File: config.mk
export PLATFORM = sky130hd
export DESIGN_NAME = logo_motion_ctrl
export DESIGN_NICKNAME = d
export VERILOG_FILES = /design/src/rtl/logo_pkg.sv /design/src/rtl/logo_motion_ctrl_btn_debounce.sv /design/src/rtl/logo_motion_ctrl.sv
export SDC_FILE = /design/constraint.sdc
export NUM_CORES = 1
export LEC_CHECK = 0
export ABC_CLOCK_PERIOD_IN_PS = 5000
export BUFFER_PORTS_ARGS = -buffer_cell sky130_fd_sc_hd__buf_2
export CAP_MARGIN = 20
export CORE_ASPECT_RATIO = 1.4
export CORE_MARGIN = 4
export CORE_UTILIZATION = 60
export DETAILED_ROUTE_END_ITERATION = 8
export PLACE_DENSITY = 0.82
export SLEW_MARGIN = 20
export SYNTH_ARGS = -nofsm -noshare
export SYNTH_HDL_FRONTEND = slang
export SYNTH_SLANG_ARGS = --single-unit
File: constraint.sdc
create_clock -name pclk -period 5 [get_ports pclk]
set_input_delay 1 -clock pclk [delete_from_list [all_inputs] [get_ports pclk]]
set_output_delay 1 -clock pclk [all_outputs]
set_load 0.05 [all_outputs]
File: src/rtl/logo_pkg.sv
// Shared constants, state encoding and a saturation helper for the bouncing-logo controller.
package logo_pkg;

    localparam int LOGO_W = 120;
    localparam int LOGO_H = 160;
    localparam int H_ACT  = 640;
    localparam int V_ACT  = 480;
    localparam int HOME_X = 260;
    localparam int HOME_Y = 160;
    localparam int X_MAX  = H_ACT - LOGO_W;
    localparam int Y_MAX  = V_ACT - LOGO_H;

    typedef enum logic [1:0] {
        MANUAL = 2'd0,
        AUTO   = 2'd1,
        HOME   = 2'd2
    } mode_e;

    // Signed input so a step below zero is caught instead of wrapping to a large value.
    function automatic logic [9:0] clampPos(input logic signed [10:0] v,
                                            input logic signed [10:0] lim);
        logic [9:0] r;
        if (v < 11'sd0) begin
            r = 10'd0;
        end else if (v > lim) begin
            r = lim[9:0];
        end else begin
            r = v[9:0];
        end
        return r;
    endfunction

endpackage

File: src/rtl/logo_motion_ctrl_btn_debounce.sv
// One push button: 2-FF synchronizer, frame-tick counted debounce and debounced rising edge.
module btn_debounce #(
    parameter int DEB_TICKS = 2
) (
    input  logic pclk,
    input  logic rst,
    input  logic tick_i,
    input  logic btn_i,
    output logic pressed_o,
    output logic rise_o
);
    localparam int CW = $clog2(DEB_TICKS + 1);
    localparam logic [CW-1:0] CNT_FULL = CW'(DEB_TICKS);

    logic          meta_q;
    logic          sync_q;
    logic [CW-1:0] cnt_q;
    logic [CW-1:0] cnt_d;
    logic          press_q;
    logic          press_d;

    always_ff @(posedge pclk) begin
        if (rst) begin
            meta_q  <= 1'b0;
            sync_q  <= 1'b0;
            cnt_q   <= '0;
            press_q <= 1'b0;
        end else begin
            meta_q  <= btn_i;
            sync_q  <= meta_q;
            cnt_q   <= cnt_d;
            press_q <= press_d;
        end
    end

    // The tick that completes the count already reports the press, so it moves in that frame.
    always_comb begin
        cnt_d   = cnt_q;
        press_d = press_q;
        if (tick_i) begin
            if (sync_q) begin
                if (cnt_q != CNT_FULL) begin
                    cnt_d = cnt_q + 1'b1;
                end
            end else begin
                cnt_d = '0;
            end
            press_d = (cnt_d == CNT_FULL);
        end
    end

    assign pressed_o = press_d;
    assign rise_o    = press_d & ~press_q;

endmodule

File: src/rtl/logo_motion_ctrl.sv
// Moves a logo once per frame: manual button steps, diagonal bounce, or a jump to home.
module logo_motion_ctrl #(
    parameter int LOGO_W    = logo_pkg::LOGO_W,
    parameter int LOGO_H    = logo_pkg::LOGO_H,
    parameter int H_ACT     = logo_pkg::H_ACT,
    parameter int V_ACT     = logo_pkg::V_ACT,
    parameter int HOME_X    = logo_pkg::HOME_X,
    parameter int HOME_Y    = logo_pkg::HOME_Y,
    parameter int DEB_TICKS = 2
) (
    input  logic       pclk,
    input  logic       rst,
    input  logic       vsync,
    input  logic       btn_up,
    input  logic       btn_down,
    input  logic       btn_left,
    input  logic       btn_right,
    input  logic       btn_mid,
    input  logic       auto_en,
    output logic [9:0] logo_x,
    output logic [9:0] logo_y,
    output logic       frame_tick,
    output logic [1:0] mode
);
    import logo_pkg::*;

    localparam logic signed [10:0] XLIM = 11'(H_ACT - LOGO_W);
    localparam logic signed [10:0] YLIM = 11'(V_ACT - LOGO_H);
    localparam logic [9:0]         HX   = 10'(HOME_X);
    localparam logic [9:0]         HY   = 10'(HOME_Y);

    logic vsMeta_q, vsSync_q, vsPrev_q, tick_q;
    logic autoMeta_q, autoSync_q;
    logic upP, downP, leftP, rightP, midP;
    logic upR, downR, leftR, rightR, midR;
    logic [4:0] unusedDeb;

    mode_e      state_q, state_d;
    logic [9:0] x_q, x_d, y_q, y_d;
    logic       dxNeg_q, dxNeg_d, dyNeg_q, dyNeg_d;
    logic signed [10:0] xCur, yCur, xAuto, yAuto;

    btn_debounce #(.DEB_TICKS(DEB_TICKS)) uDebUp (
        .pclk(pclk), .rst(rst), .tick_i(tick_q), .btn_i(btn_up), .pressed_o(upP), .rise_o(upR));
    btn_debounce #(.DEB_TICKS(DEB_TICKS)) uDebDown (
        .pclk(pclk), .rst(rst), .tick_i(tick_q), .btn_i(btn_down), .pressed_o(downP), .rise_o(downR));
    btn_debounce #(.DEB_TICKS(DEB_TICKS)) uDebLeft (
        .pclk(pclk), .rst(rst), .tick_i(tick_q), .btn_i(btn_left), .pressed_o(leftP), .rise_o(leftR));
    btn_debounce #(.DEB_TICKS(DEB_TICKS)) uDebRight (
        .pclk(pclk), .rst(rst), .tick_i(tick_q), .btn_i(btn_right), .pressed_o(rightP), .rise_o(rightR));
    btn_debounce #(.DEB_TICKS(DEB_TICKS)) uDebMid (
        .pclk(pclk), .rst(rst), .tick_i(tick_q), .btn_i(btn_mid), .pressed_o(midP), .rise_o(midR));

    assign unusedDeb = {upR, downR, leftR, rightR, midP};

    // frame_tick lands 3 cycles after raw vsync rises: two sync stages plus the edge register.
    always_ff @(posedge pclk) begin
        if (rst) begin
            vsMeta_q   <= 1'b0;
            vsSync_q   <= 1'b0;
            vsPrev_q   <= 1'b0;
            tick_q     <= 1'b0;
            autoMeta_q <= 1'b0;
            autoSync_q <= 1'b0;
        end else begin
            vsMeta_q   <= vsync;
            vsSync_q   <= vsMeta_q;
            vsPrev_q   <= vsSync_q;
            tick_q     <= vsSync_q & ~vsPrev_q;
            autoMeta_q <= auto_en;
            autoSync_q <= autoMeta_q;
        end
    end

    always_ff @(posedge pclk) begin
        if (rst) begin
            state_q <= MANUAL;
            x_q     <= HX;
            y_q     <= HY;
            dxNeg_q <= 1'b0;
            dyNeg_q <= 1'b0;
        end else begin
            state_q <= state_d;
            x_q     <= x_d;
            y_q     <= y_d;
            dxNeg_q <= dxNeg_d;
            dyNeg_q <= dyNeg_d;
        end
    end

    assign xCur  = $signed({1'b0, x_q});
    assign yCur  = $signed({1'b0, y_q});
    assign xAuto = xCur + (dxNeg_q ? -11'sd1 : 11'sd1);
    assign yAuto = yCur + (dyNeg_q ? -11'sd1 : 11'sd1);

    // Leaving HOME, or switching mode, applies the newly selected mode's move in that same tick.
    // Bounce reverses on reaching an edge, so a corner visit shows the bound for exactly one frame.
    always_comb begin
        state_d = state_q;
        x_d     = x_q;
        y_d     = y_q;
        dxNeg_d = dxNeg_q;
        dyNeg_d = dyNeg_q;
        if (tick_q) begin
            if (midR) begin
                state_d = HOME;
                x_d     = HX;
                y_d     = HY;
                dxNeg_d = 1'b0;
                dyNeg_d = 1'b0;
            end else if (autoSync_q) begin
                state_d = AUTO;
                if (xAuto <= 11'sd0) begin
                    x_d     = 10'd0;
                    dxNeg_d = 1'b0;
                end else if (xAuto >= XLIM) begin
                    x_d     = XLIM[9:0];
                    dxNeg_d = 1'b1;
                end else begin
                    x_d = xAuto[9:0];
                end
                if (yAuto <= 11'sd0) begin
                    y_d     = 10'd0;
                    dyNeg_d = 1'b0;
                end else if (yAuto >= YLIM) begin
                    y_d     = YLIM[9:0];
                    dyNeg_d = 1'b1;
                end else begin
                    y_d = yAuto[9:0];
                end
            end else begin
                state_d = MANUAL;
                if (rightP && !leftP) begin
                    x_d = clampPos(xCur + 11'sd1, XLIM);
                end else if (leftP && !rightP) begin
                    x_d = clampPos(xCur - 11'sd1, XLIM);
                end
                if (downP && !upP) begin
                    y_d = clampPos(yCur + 11'sd1, YLIM);
                end else if (upP && !downP) begin
                    y_d = clampPos(yCur - 11'sd1, YLIM);
                end
            end
        end
    end

    assign logo_x     = x_q;
    assign logo_y     = y_q;
    assign frame_tick = tick_q;
    assign mode       = state_q;

endmodule

==> results of run 1 <==
-- placed cells by master (no fill, tap or decap), types with 6 or more instances in the layout --
cell type	instances
a211oi_1	10
a21o_1	7
a21oi_1	33
a31oi_1	13
and2_1	8
and3_1	6
buf_2	31
dfxtp_1	55
ha_1	33
inv_1	30
nand2_1	50
nand2b_1	8
nand3_1	36
nand4_1	9
nor2_1	52
nor2b_1	21
nor3_1	21
nor4_1	14
o211ai_1	8
o21ai_0	24
o31ai_1	7
or3_1	7
or4_1	7
xnor2_1	14
xor2_1	9
-- worst max-delay path by stage --
stage                     slack [ns]  startpoint   endpoint
after floorplan                 1.71   logo_y[0]  logo_y[4]
after global placement          1.81  frame_tick  logo_x[2]
after detailed placement        1.66  frame_tick  logo_x[2]
after CTS                       1.65  frame_tick  logo_x[2]
after global routing            1.38  frame_tick  logo_x[2]
final                           1.57  frame_tick  logo_x[2]
-- area by class of cell --
class | instances | area share, %
timing repair buffer | 34 | 3.39
multi-input combinational | 515 | 67.8
inverter | 32 | 2.29
clock buffer | 5 | 2.39
tap | 102 | 2.44
sequential | 55 | 21.0
clock inverter | 3 | 0.645
-- state kept, by name (all words and copies together) (netlist names), 2 cells and up --
signal	count
uDebUp.cnt_q	2
uDebDown.cnt_q	2
uDebLeft.cnt_q	2
logo_x	10
uDebRight.cnt_q	2
mode	2
logo_y	10
uDebMid.cnt_q	2
-- stage by stage --
step                std cells  setup WS, ns  util (%)  total power [W]  cell area [sq um]
finish                    746          1.57      64.7         0.000911               5240
global placement          738          1.81      62.7         0.000550               5080
CTS                       746          1.65      64.7         0.000914               5240
floorplan                 642          1.71         -         0.000532               4960
global route              746          1.38      64.7         0.000937               5240
detailed placement        738          1.66      62.7         0.000552               5080
-- worst max-delay path: stages (launching register included) --
cell and delay (ns):
dfxtp_1 0.65, inv_2 0.33, or4_1 0.75, and2_1 0.46, a21oi_2 0.51, o311ai_0 0.23, a211oi_1 0.27, o31ai_1 0.10
-- power breakdown --
| group | internal [W] | total, W | switching [W] |
|---|---|---|---|
| clock network | 0.000194 | 0.000368 | 0.000174 |
| registers | 0.000446 | 0.000459 | 0.0000130 |
| logic | 0.0000303 | 0.0000838 | 0.0000536 |
| total | 0.000670 | 0.000911 | 0.000241 |
-- metal layers --
| layer | GRT usage [%] | vias up | routed length (microns) |
|---|---|---|---|
| li1 | - | 2435 | - |
| met1 | 30.0 | 2337 | 5170 |
| met2 | 51.3 | 195 | 6990 |
| met3 | 3.98 | 57 | 693 |
| met4 | 15.1 | 0 | 635 |
| met5 | 0 | - | 0 |
-- cell families after synthesis --
kind of cell | after synthesis | share of synthesized area (%)
simple gates | 268 | 28.8
mux | 4 | 0.833
xor+xnor | 23 | 4.06
buf+inv | 72 | 6.11
compound gates | 185 | 28.8
flops | 55 | 22.2
fa+ha+maj | 35 | 9.14
==> out/metrics.cfg, run 1 <==
[setup_path]
worst_ep_required_time_ns = 5.17
cp-end-kind = flip-flop
critical_path_class = reg -> reg
path_max_fanout = 27
rr_worst_depth = 7
start_kind = flip-flop
r2r-end = logo_x[2]
r2r_start = frame_tick
r2r_slack_ns = 1.57
arrival_ns = 3.60

[clock_network]
cts_tree = yes
cts_max_level = 2
max-clock-path-buffers = 2
holdBufCountCts = 0
worstSkewPairLatency_ns = 0.30
cts_resized = 0
cts_root_buf = clkbuf_16
postCtsSetupRepairBufs = 0
path_clk_slew_ns = 0.08
cts_made_buffers = 5
cts_sinks = 55

[logic_synthesis]
syn_area_per_cell_sq_um = 7.72
yosysWarnings = 0
yosys-top-cells-count = 55 x dfxtp_1, 52 x nor2_1, 50 x nand2_1
synth_area_leaders = dfxtp_1 22%, ha_1 8.3%, nor2_1 3.9%
synthCells = 642
synth_cell_types = 85
yosysSeqAreaShare_pct = 22.2
synth_fp_nets = 686
async_flop_share_pct = 0
ys.flop_type = dfxtp_1
yosysTopAreaCell = dfxtp_1
synthesis.area_sq_um = 4960
synth_edf_count = 0
yosysMostFrequentCell = dfxtp_1
ys_ff_latch = 55
synth_top_area_share_pct = 22.2

[floorplan]
die_w_microns = 84.8
dieArea_sq_um = 9800
die_h_microns = 116
ios = 32
core.rowCount = 39
initial_core_util_pct = 61.2
coreArea_sq_um = 8100

[global_route]
gr-usage-all-layers_pct = 27.7
grt_max_degree = 50
antenna_found_initial = 0
gr-total-overflow = 0
grt_pass1_wl_mm = 22.3
grt_pass1_vias = 4817

[sta]
holdWs_ns = 0.400
maxSlewViolCount = 0
setup_viol = 0
worst_pin_slew_ns = 0.743
finalSetupTns_ns = 0
fin_skew_ns = 0.00610
maxSlewHeadroom_pct = 50.0
finalCriticalPeriod_ns = 3.43
final-hold-violation-count = 0
max_freq_mhz = 292
min_period_over_period_pct = 68.6
rsz0062_at_grt = false

[power_and_ir_drop]
leakage_nw = 1.95
ir_drop_mv = 0.261
cellPowerDensity_nw_per_um2 = 174

[worst_hold_path]
min_to = frame_tick
min_path_type = reg -> reg
min_from = vsPrev_q
hold_depth = 1

[route]
dr_total_vias = 5024
drtIter0Drc = 269
dr.pass1.iters = 5
wl_mm = 13.5
via_per_inst = 6.73
wire_per_inst_microns = 18.1
drc_errors = 0
ant_nets = 0

[job]
maxCapViolations = 0

[layout]
seq_area_sq_um = 1100
syn_to_final_growth_pct = 5.68
drive_above_1_share_pct = 10.7
multi_input_area_sq_um = 3550
fin_nets = 687
fill_cells = 714
insertedDiodeCount = 0

[placed_design]
dp_hpwl_mm = 10.1
gp_congestion = 0.991
io_buffers = 31

[run_status]
status = finished clean

(Power assumes the default switching activity.)
==> inputs of run 2 (changes only) <==
--- a/config.mk
+++ b/config.mk
@@ -5,14 +5,15 @@
 export SDC_FILE = /design/constraint.sdc
 export NUM_CORES = 1
 export LEC_CHECK = 0
-export ABC_CLOCK_PERIOD_IN_PS = 5000
+export ABC_AREA = 1
+export ABC_CLOCK_PERIOD_IN_PS = 3100
 export BUFFER_PORTS_ARGS = -buffer_cell sky130_fd_sc_hd__buf_2
 export CAP_MARGIN = 20
 export CORE_ASPECT_RATIO = 1.4
 export CORE_MARGIN = 4
-export CORE_UTILIZATION = 60
+export CORE_UTILIZATION = 56
 export DETAILED_ROUTE_END_ITERATION = 8
-export PLACE_DENSITY = 0.82
+export PLACE_DENSITY = 0.81
 export SLEW_MARGIN = 20
 export SYNTH_ARGS = -nofsm -noshare
 export SYNTH_HDL_FRONTEND = slang
==> constraint.sdc (replaced) <==
create_clock -name pclk -period 3.1 [get_ports pclk]
set_input_delay 0.62 -clock pclk [delete_from_list [all_inputs] [get_ports pclk]]
set_output_delay 0.62 -clock pclk [all_outputs]
set_load 0.05 [all_outputs]
==> run 2 against run 1 <==
Compared with the run above: die area increased by 4.9%; setup slack got worse by 1.1 ns; non-clock buffer count is 8 higher; clock skew shrank 0.0020 ns; combinational power is 13% higher; largest cell class unchanged; largest power group unchanged; highest routed layer unchanged.
==> out/metrics.cfg, run 2 <==
[route]
wl_mm = 13.3
drtIter0Drc = 251
ant_nets = 0
via_per_inst = 5.48
dr.pass1.iters = 5
dr_total_vias = 5254
drc_errors = 0
wire_per_inst_microns = 13.8

[power_and_ir_drop]
ir_drop_mv = 0.261
pwr-share-comb_pct = 6.8
leakage_nw = 2.68
intPower_w = 0.00105
switching_share_pct = 24.5
netSwitchingPower_w = 0.000341
pwr-share-seq_pct = 52.2
clkPwrFrac_pct = 41.0
cellPowerDensity_nw_per_um2 = 262

[clock_network]
postCtsSetupRepairBufs = 0
cts_root_buf = clkbuf_16
cts_sinks = 55
cts_resized = 0
cts_made_buffers = 5
path_clk_slew_ns = 0.07
worstSkewPairLatency_ns = 0.30
cts_tree = yes
max-clock-path-buffers = 2
holdBufCountCts = 0
cts_max_level = 2

[job]
maxCapViolations = 0

[global_route]
antenna_found_initial = 0
grt_pass1_wl_mm = 22.2
grt_max_degree = 43
grt_pass1_vias = 5023
gr-usage-all-layers_pct = 26.3
gr-total-overflow = 0

[setup_path]
critical_path_class = reg -> reg
arrival_ns = 2.77
start_kind = flip-flop
r2r_start = logo_x[1]
path_max_fanout = 7
r2r_slack_ns = 0.52
cp-end-kind = flip-flop
r2r-end = logo_x[2]
worst_ep_required_time_ns = 3.29
rr_worst_depth = 14

[logic_synthesis]
synth_fp_nets = 865
synth_area_leaders = dfxtp_1 23%, nand2_1 19%, nand3_1 9.0%
synth_simple_gate_area_share_pct = 45.4
synth_mux_area_share_pct = 0
yosysTopAreaCell = dfxtp_1
synth_cell_types = 38
yosysWarnings = 0
yosys-top-cells-count = 249 x nand2_1, 116 x inv_1, 88 x nand3_1
synthCells = 821
ys_ff_latch = 55
synth_compound_area_share_pct = 9.03
yosysSeqAreaShare_pct = 22.6
synthesis.area_sq_um = 4870
synth_edf_count = 0
synth_fa_ha_area_share_pct = 9.29
synth_top_family_by_area = simple AND/OR/NAND/NOR gates
async_flop_share_pct = 0
syn_area_per_cell_sq_um = 5.94
ys.flop_type = dfxtp_1
yosysMostFrequentCell = nand2_1
synth_xor_area_share_pct = 2.52
synth_top_area_share_pct = 22.6

[placed_design]
gp_congestion = 0.916
dp_cells = 951
io_buffers = 31
dp_hpwl_mm = 10.5

[sta]
finalCriticalPeriod_ns = 2.58
min_period_over_period_pct = 83.3
final-hold-violation-count = 0
maxSlewViolCount = 0
worst_pin_slew_ns = 0.811
finalSetupTns_ns = 0
rsz0062_at_grt = false
maxSlewHeadroom_pct = 45.7
setup_viol = 0
max_freq_mhz = 387
fin_skew_ns = 0.00410

[layout]
multi_input_area_sq_um = 3230
final_common_cell = nand2_1
fin_nets = 897
fill_cells = 839
drive_above_1_share_pct = 11.0
final_cell_mix = 249 x nand2_1, 116 x inv_1, 88 x nand3_1
seq_area_sq_um = 1100
final_cells = 959
insertedDiodeCount = 0
syn_to_final_growth_pct = 8.93

[floorplan]
coreArea_sq_um = 8560
die_h_microns = 118
dieArea_sq_um = 10300
die_w_microns = 86.9
core.rowCount = 40
ios = 32
initial_core_util_pct = 57.0

[run_status]
status = finished clean

[worst_hold_path]
min_path_type = reg -> reg
min_to = frame_tick
hold_depth = 1
min_from = vsPrev_q

[run 2: power by group through the flow]
stage | Sequential [W] | Clock, W | Combinational, W
global route | 0.000727 | 0.000610 | 0.000106
detailed placement | 0.000742 | 0 | 0.0000944
floorplan | 0.000749 | 0 | 0.0000601
global placement | 0.000742 | 0 | 0.0000927
CTS | 0.000726 | 0.000577 | 0.0000946
finish | 0.000726 | 0.000571 | 0.0000947
[run 2: worst max-delay path: stages, from the launching register on]
cell and delay, ns:
dfxtp_1 0.49, inv_1 0.21, fa_1 0.46, inv_1 0.12
nand3_1 0.09, nand2_1 0.10, nand2_1 0.05, nand2_1 0.08
nand3_1 0.10, nor3_1 0.28, a21oi_1 0.16, nand3_1 0.10
nand2_1 0.07, nand3_1 0.12, nand2_1 0.05
[run 2: metal layers]
| layer | track usage [%] | routed length (microns) | vias up |
|---|---|---|---|
| met1 | 28.5 | 5070 | 2367 |
| met5 | 0 | 0 | - |
| met4 | 10.3 | 432 | 0 |
| met3 | 2.65 | 556 | 31 |
| li1 | - | - | 2700 |
| met2 | 50.2 | 7190 | 156 |
[run 2: worst max path at each step]
| stage | startpoint | endpoint | slack (ns) | depth (start not counted) |
|---|---|---|---|---|
| 6_report | logo_x[1] | logo_x[2] | 0.52 | 14 |
| 5_1_grt | dyNeg_q | logo_y[4] | 0.19 | 16 |
| 4_1_cts | dyNeg_q | logo_y[4] | 0.53 | 16 |
| 3_5_place_dp | logo_x[1] | logo_x[5] | 0.56 | 14 |
| 3_3_place_gp | dyNeg_q | logo_y[7] | 0.58 | 14 |
| 2_1_floorplan | logo_x[0] | logo_x[0] | 0.43 | 15 |
[run 2: metrics by stage]
stage	total power [W]	hold WS (ns)	utilization [%]	area [sq um]	setup slack [ns]
2_1_floorplan	0.000809	0.374	-	4870	0.428
3_3_place_gp	0.000834	0.378	60.3	5160	0.575
3_5_place_dp	0.000837	0.386	60.3	5160	0.557
4_1_cts	0.00140	0.404	62.0	5310	0.533
5_1_grt	0.00144	0.427	62.0	5310	0.193
6_report	0.00139	0.400	62.0	5310	0.518
[run 2: final cells by class]
type,instances,area share (%)
clock buffer,5,2.36
clock inverter,3,0.424
inverter,124,8.77
multi-input combinational,625,60.8
sequential,55,20.7
tap,105,2.47
timing repair buffer,42,4.48
[run 2: cell families after synthesis]
logic type | count (synthesis)
compound gates | 81
flops | 55
simple gates | 495
xor+xnor | 14
buf+inv | 141
fa+ha+maj | 35
==> inputs of run 3 (changes only) <==
--- a/config.mk
+++ b/config.mk
@@ -5,15 +5,15 @@
 export SDC_FILE = /design/constraint.sdc
 export NUM_CORES = 1
 export LEC_CHECK = 0
-export ABC_AREA = 1
-export ABC_CLOCK_PERIOD_IN_PS = 3100
+export ABC_AREA = 0
+export ABC_CLOCK_PERIOD_IN_PS = 2150
 export BUFFER_PORTS_ARGS = -buffer_cell sky130_fd_sc_hd__buf_2
 export CAP_MARGIN = 20
 export CORE_ASPECT_RATIO = 1.4
 export CORE_MARGIN = 4
 export CORE_UTILIZATION = 56
 export DETAILED_ROUTE_END_ITERATION = 8
-export PLACE_DENSITY = 0.81
+export PLACE_DENSITY = 0.8
 export SLEW_MARGIN = 20
 export SYNTH_ARGS = -nofsm -noshare
 export SYNTH_HDL_FRONTEND = slang
==> constraint.sdc (replaced) <==
create_clock -name pclk -period 2.15 [get_ports pclk]
set_input_delay 0.43 -clock pclk [delete_from_list [all_inputs] [get_ports pclk]]
set_output_delay 0.43 -clock pclk [all_outputs]
set_load 0.05 [all_outputs]
==> run 3 against run 2 <==
Compared with the run above: the run now fails in global routing (5_1_grt); area after synthesis grew 1.7%; synthesized cell count decreased by 22%.
==> out/metrics.cfg, run 3 <==
[logic_synthesis]
synthCells = 642
synth_edf_count = 0
yosysSeqAreaShare_pct = 22.2
synth_top_area_share_pct = 22.2
synth_area_leaders = dfxtp_1 22%, ha_1 8.3%, nor2_1 3.9%
ys.flop_type = dfxtp_1
yosysMostFrequentCell = dfxtp_1
syn_area_per_cell_sq_um = 7.72
synth_fp_nets = 686
yosys-top-cells-count = 55 x dfxtp_1, 52 x nor2_1, 50 x nand2_1
synthesis.area_sq_um = 4960
yosysWarnings = 0
synth_cell_types = 85
ys_ff_latch = 55
async_flop_share_pct = 0
yosysTopAreaCell = dfxtp_1

[floorplan]
die_h_microns = 119
ios = 32
die_w_microns = 87.5
initial_core_util_pct = 57.6
core.rowCount = 40

[clock_network]
cts_root_buf = clkbuf_16
cts_sinks = 55
max-clock-path-buffers = 2
cts_max_level = 2
holdBufCountCts = 0
cts_made_buffers = 5

[global_route]
grt_max_degree = 30
gr-usage-all-layers_pct = 63.7
gr-total-overflow = 11

[sta]
endpoint_type = register data pin
crit_endpoint = logo_y[4]$_SDFFE_PP0P_/D

[run_status]
failed_stage = global routing (5_1_grt)
status = stopped before the end
error_line = [ERROR GRT-0232] Routing congestion too high. Check the congestion heatmap in the GUI.

[placed_design]
pre_cts_ws_ns = -0.640
gp_congestion = 0.957
dp_hpwl_mm = 13.1
io_buffers = 31

[run 3: changes by cell type after synthesis, moves of 10 or more]
cell	change
a211oi_1	+10
nor4_1	+14
inv_1	-86
nor2_1	-33
nor2b_1	+21
nand3_1	-52
nor3_1	+17
a21oi_1	-11
nand2_1	-199
nand4_1	-19
nor2_2	-13
buf_2	+14
[run 3: through the flow]
stage / setup TNS [ns] / cell area [sq um] / cells
CTS: -6.43 / 7570 / 948
detailed placement: -11.08 / 6510 / 914
global placement: -10.14 / 6510 / 914
floorplan: -8.36 / 5090 / 642
[run 3: repair_timing]
item / 4_1_cts
endpoints found under the setup margin: 22
pin swaps: 62
buffers inserted: 27
resized for setup: 137
[run 3: logic make-up after synthesis]
| kind of cell | Yosys count | share of synthesized area, % |
|---|---|---|
| AOI/OAI and AO/OA | 185 | 28.8 |
| xor gates and xnor gates | 23 | 4.06 |
| adders and majority gates | 35 | 9.14 |
| buffers and inverters | 72 | 6.11 |
| DFF | 55 | 22.2 |
| muxes | 4 | 0.833 |
| and+or+nand+nor | 268 | 28.8 |
[run 3: layer usage]
layer / global-route usage (%) / GRT overflow
met2: 85.0 / 4
met3: 40.2 / 0
met4: 64.7 / 7
met5: 2.14 / 0
met1: 63.2 / 0
==> inputs of run 4 (changes only) <==
--- a/config.mk
+++ b/config.mk
@@ -6,14 +6,13 @@
 export NUM_CORES = 1
 export LEC_CHECK = 0
 export ABC_AREA = 0
-export ABC_CLOCK_PERIOD_IN_PS = 2150
+export ABC_CLOCK_PERIOD_IN_PS = 2790
 export BUFFER_PORTS_ARGS = -buffer_cell sky130_fd_sc_hd__buf_2
 export CAP_MARGIN = 20
-export CORE_ASPECT_RATIO = 1.4
 export CORE_MARGIN = 4
-export CORE_UTILIZATION = 56
+export CORE_UTILIZATION = 40
 export DETAILED_ROUTE_END_ITERATION = 8
-export PLACE_DENSITY = 0.8
+export PLACE_DENSITY_LB_ADDON = 0.15
 export SLEW_MARGIN = 20
 export SYNTH_ARGS = -nofsm -noshare
 export SYNTH_HDL_FRONTEND = slang
==> constraint.sdc (replaced) <==
create_clock -name pclk -period 2.79 [get_ports pclk]
set_input_delay 0.558 -clock pclk [delete_from_list [all_inputs] [get_ports pclk]]
set_output_delay 0.558 -clock pclk [all_outputs]
set_load 0.05 [all_outputs]
==> run 4 against run 3 <==
Compared with the run above: the run now ends clean.
==> out/metrics.cfg, run 4 (synthesis results as in run 1) <==
[run_status]
status = finished clean

[setup_path]
r2r_slack_ns = 0.1
start_kind = flip-flop
cp_slowest_cell = a221o_1
r2r_start = dxNeg_q
worst_ep_required_time_ns = 2.95
critPathTopFamily = compound AO/OA/AOI/OAI gates
cp_num_buf_inv = 1
cp-end-kind = flip-flop
r2r-end = logo_x[4]
path_cells = buf_4 > ha_1 > a211o_1 > a221o_1 > a211oi_2 > o2111ai_2 > o211a_4 > nand4_1 > a41oi_2
rr_worst_depth = 9
critical_path_class = reg -> reg
critical-path-max-stage-delay_ns = 0.35
path_max_fanout = 7
arrival_ns = 2.85

[sta]
final-hold-violation-count = 0
finalCriticalPeriod_ns = 2.69
holdWs_ns = 0.377
fin_ws_ns = 0.0992
fin_skew_ns = 0.0122
maxSlewViolCount = 0
setup_viol = 0
min_period_over_period_pct = 96.4
worst_pin_slew_ns = 0.562
maxSlewHeadroom_pct = 61.5
max_freq_mhz = 372

[layout]
syn_to_final_growth_pct = 22.6
final_core_util_pct = 50.4
final_common_cell = buf_4
insertedDiodeCount = 0
final_cells = 886
final_cell_mix = 77 x buf_4, 52 x nor2_1, 50 x nand2_1
drive_above_1_share_pct = 26.0
fin_nets = 761

[floorplan]
coreArea_sq_um = 12100
ios = 32
core.rowCount = 40
die_w_microns = 119
initial_core_util_pct = 41.1
dieArea_sq_um = 14200
die_h_microns = 119

[clock_network]
cts_root_buf = clkbuf_16
max-clock-path-buffers = 2
path_clk_slew_ns = 0.08
worstSkewPairLatency_ns = 0.30
cts_tree = yes
cts_made_buffers = 5
cts_sinks = 55
cts_max_level = 2

[placed_design]
io_buffers = 31
dp_hpwl_mm = 11.2
dp_cells = 874
gp_congestion = 0.918
pre_cts_ws_ns = 0.0319

[power_and_ir_drop]
total_power_w = 0.00164
cellPowerDensity_nw_per_um2 = 269
leakage_nw = 2.35
ir_drop_mv = 0.221

[global_route]
grt_max_degree = 49
grt_pass1_wl_mm = 23.8
grt_pass1_vias = 4828
gr-total-overflow = 0
gr-usage-all-layers_pct = 19.8
antenna_found_initial = 0

[route]
drtIter0Drc = 346
wl_mm = 14.7
dr.pass1.iters = 4
wire_per_inst_microns = 16.6
drc_errors = 0
ant_nets = 0
via_per_inst = 5.85
dr_total_vias = 5185

[worst_hold_path]
hold_depth = 1
min_path_type = reg -> reg
min_to = frame_tick
min_from = vsPrev_q

[job]
maxCapViolations = 0

[run 4: where the power goes]
| group | switching (W) | internal (W) | total (W) |
|---|---|---|---|
| registers | 0.0000128 | 0.000797 | 0.000810 |
| clock network | 0.000302 | 0.000338 | 0.000640 |
| logic | 0.000114 | 0.0000728 | 0.000187 |
| total | 0.000428 | 0.00121 | 0.00164 |
[run 4: final cells by class]
type / instances / area, sq um
fillers: 1185 / 5980
multi-input cells: 515 / 3750
flip-flops and latches: 55 / 1120
repair buffers: 108 / 733
well taps: 168 / 210
clock buffers: 6 / 129
inverters: 32 / 120
clock inverters: 2 / 15.0
[run 4: worst reg2reg max path: cells and delay by family, from the launching register on]
| family | cells | cell delay (ns) |
|---|---|---|
| flip-flops | 1 | 0.34 |
| buffers and inverters | 1 | 0.15 |
| AND/OR/NAND/NOR | 1 | 0.14 |
| adder cells (fa/ha/maj) | 1 | 0.31 |
| AO/OA/AOI/OAI | 6 | 1.61 |
[run 4: routing by layer]
metal	global-route usage [%]	wire length, microns	vias up
met5	0	0	-
met4	4.29	170	0
met3	2.04	606	14
met2	31.5	6650	128
met1	29.0	7280	2466
li1	-	-	2577
[run 4: how the worst max path moves through the flow]
stage,startpoint,to,slack (ns),depth (start not counted)
floorplan,logo_y[0],logo_y[4],-0.02,10
global placement,dxNeg_q,logo_x[3],0.05,9
detailed placement,dxNeg_q,logo_x[0],0.03,9
CTS,dxNeg_q,logo_x[0],0.02,9
global route,dyNeg_q,logo_y[0],-0.02,10
finish,dxNeg_q,logo_x[4],0.1,9
[run 4: metrics by stage]
stage	instance area, sq um	setup TNS (ns)
2_1_floorplan	5010	-0.0218
3_3_place_gp	5720	0
3_5_place_dp	5720	0
4_1_cts	5860	0
5_1_grt	6080	-0.0543
6_report	6080	0
[run 4: what timing repair did]
action                     CTS  global route
hold buffers                 0             0
setup endpoints to repair    1            15
pin swaps                    1            13
buffers inserted             0             4
gates cloned                 0             0
gates resized for setup      0            42
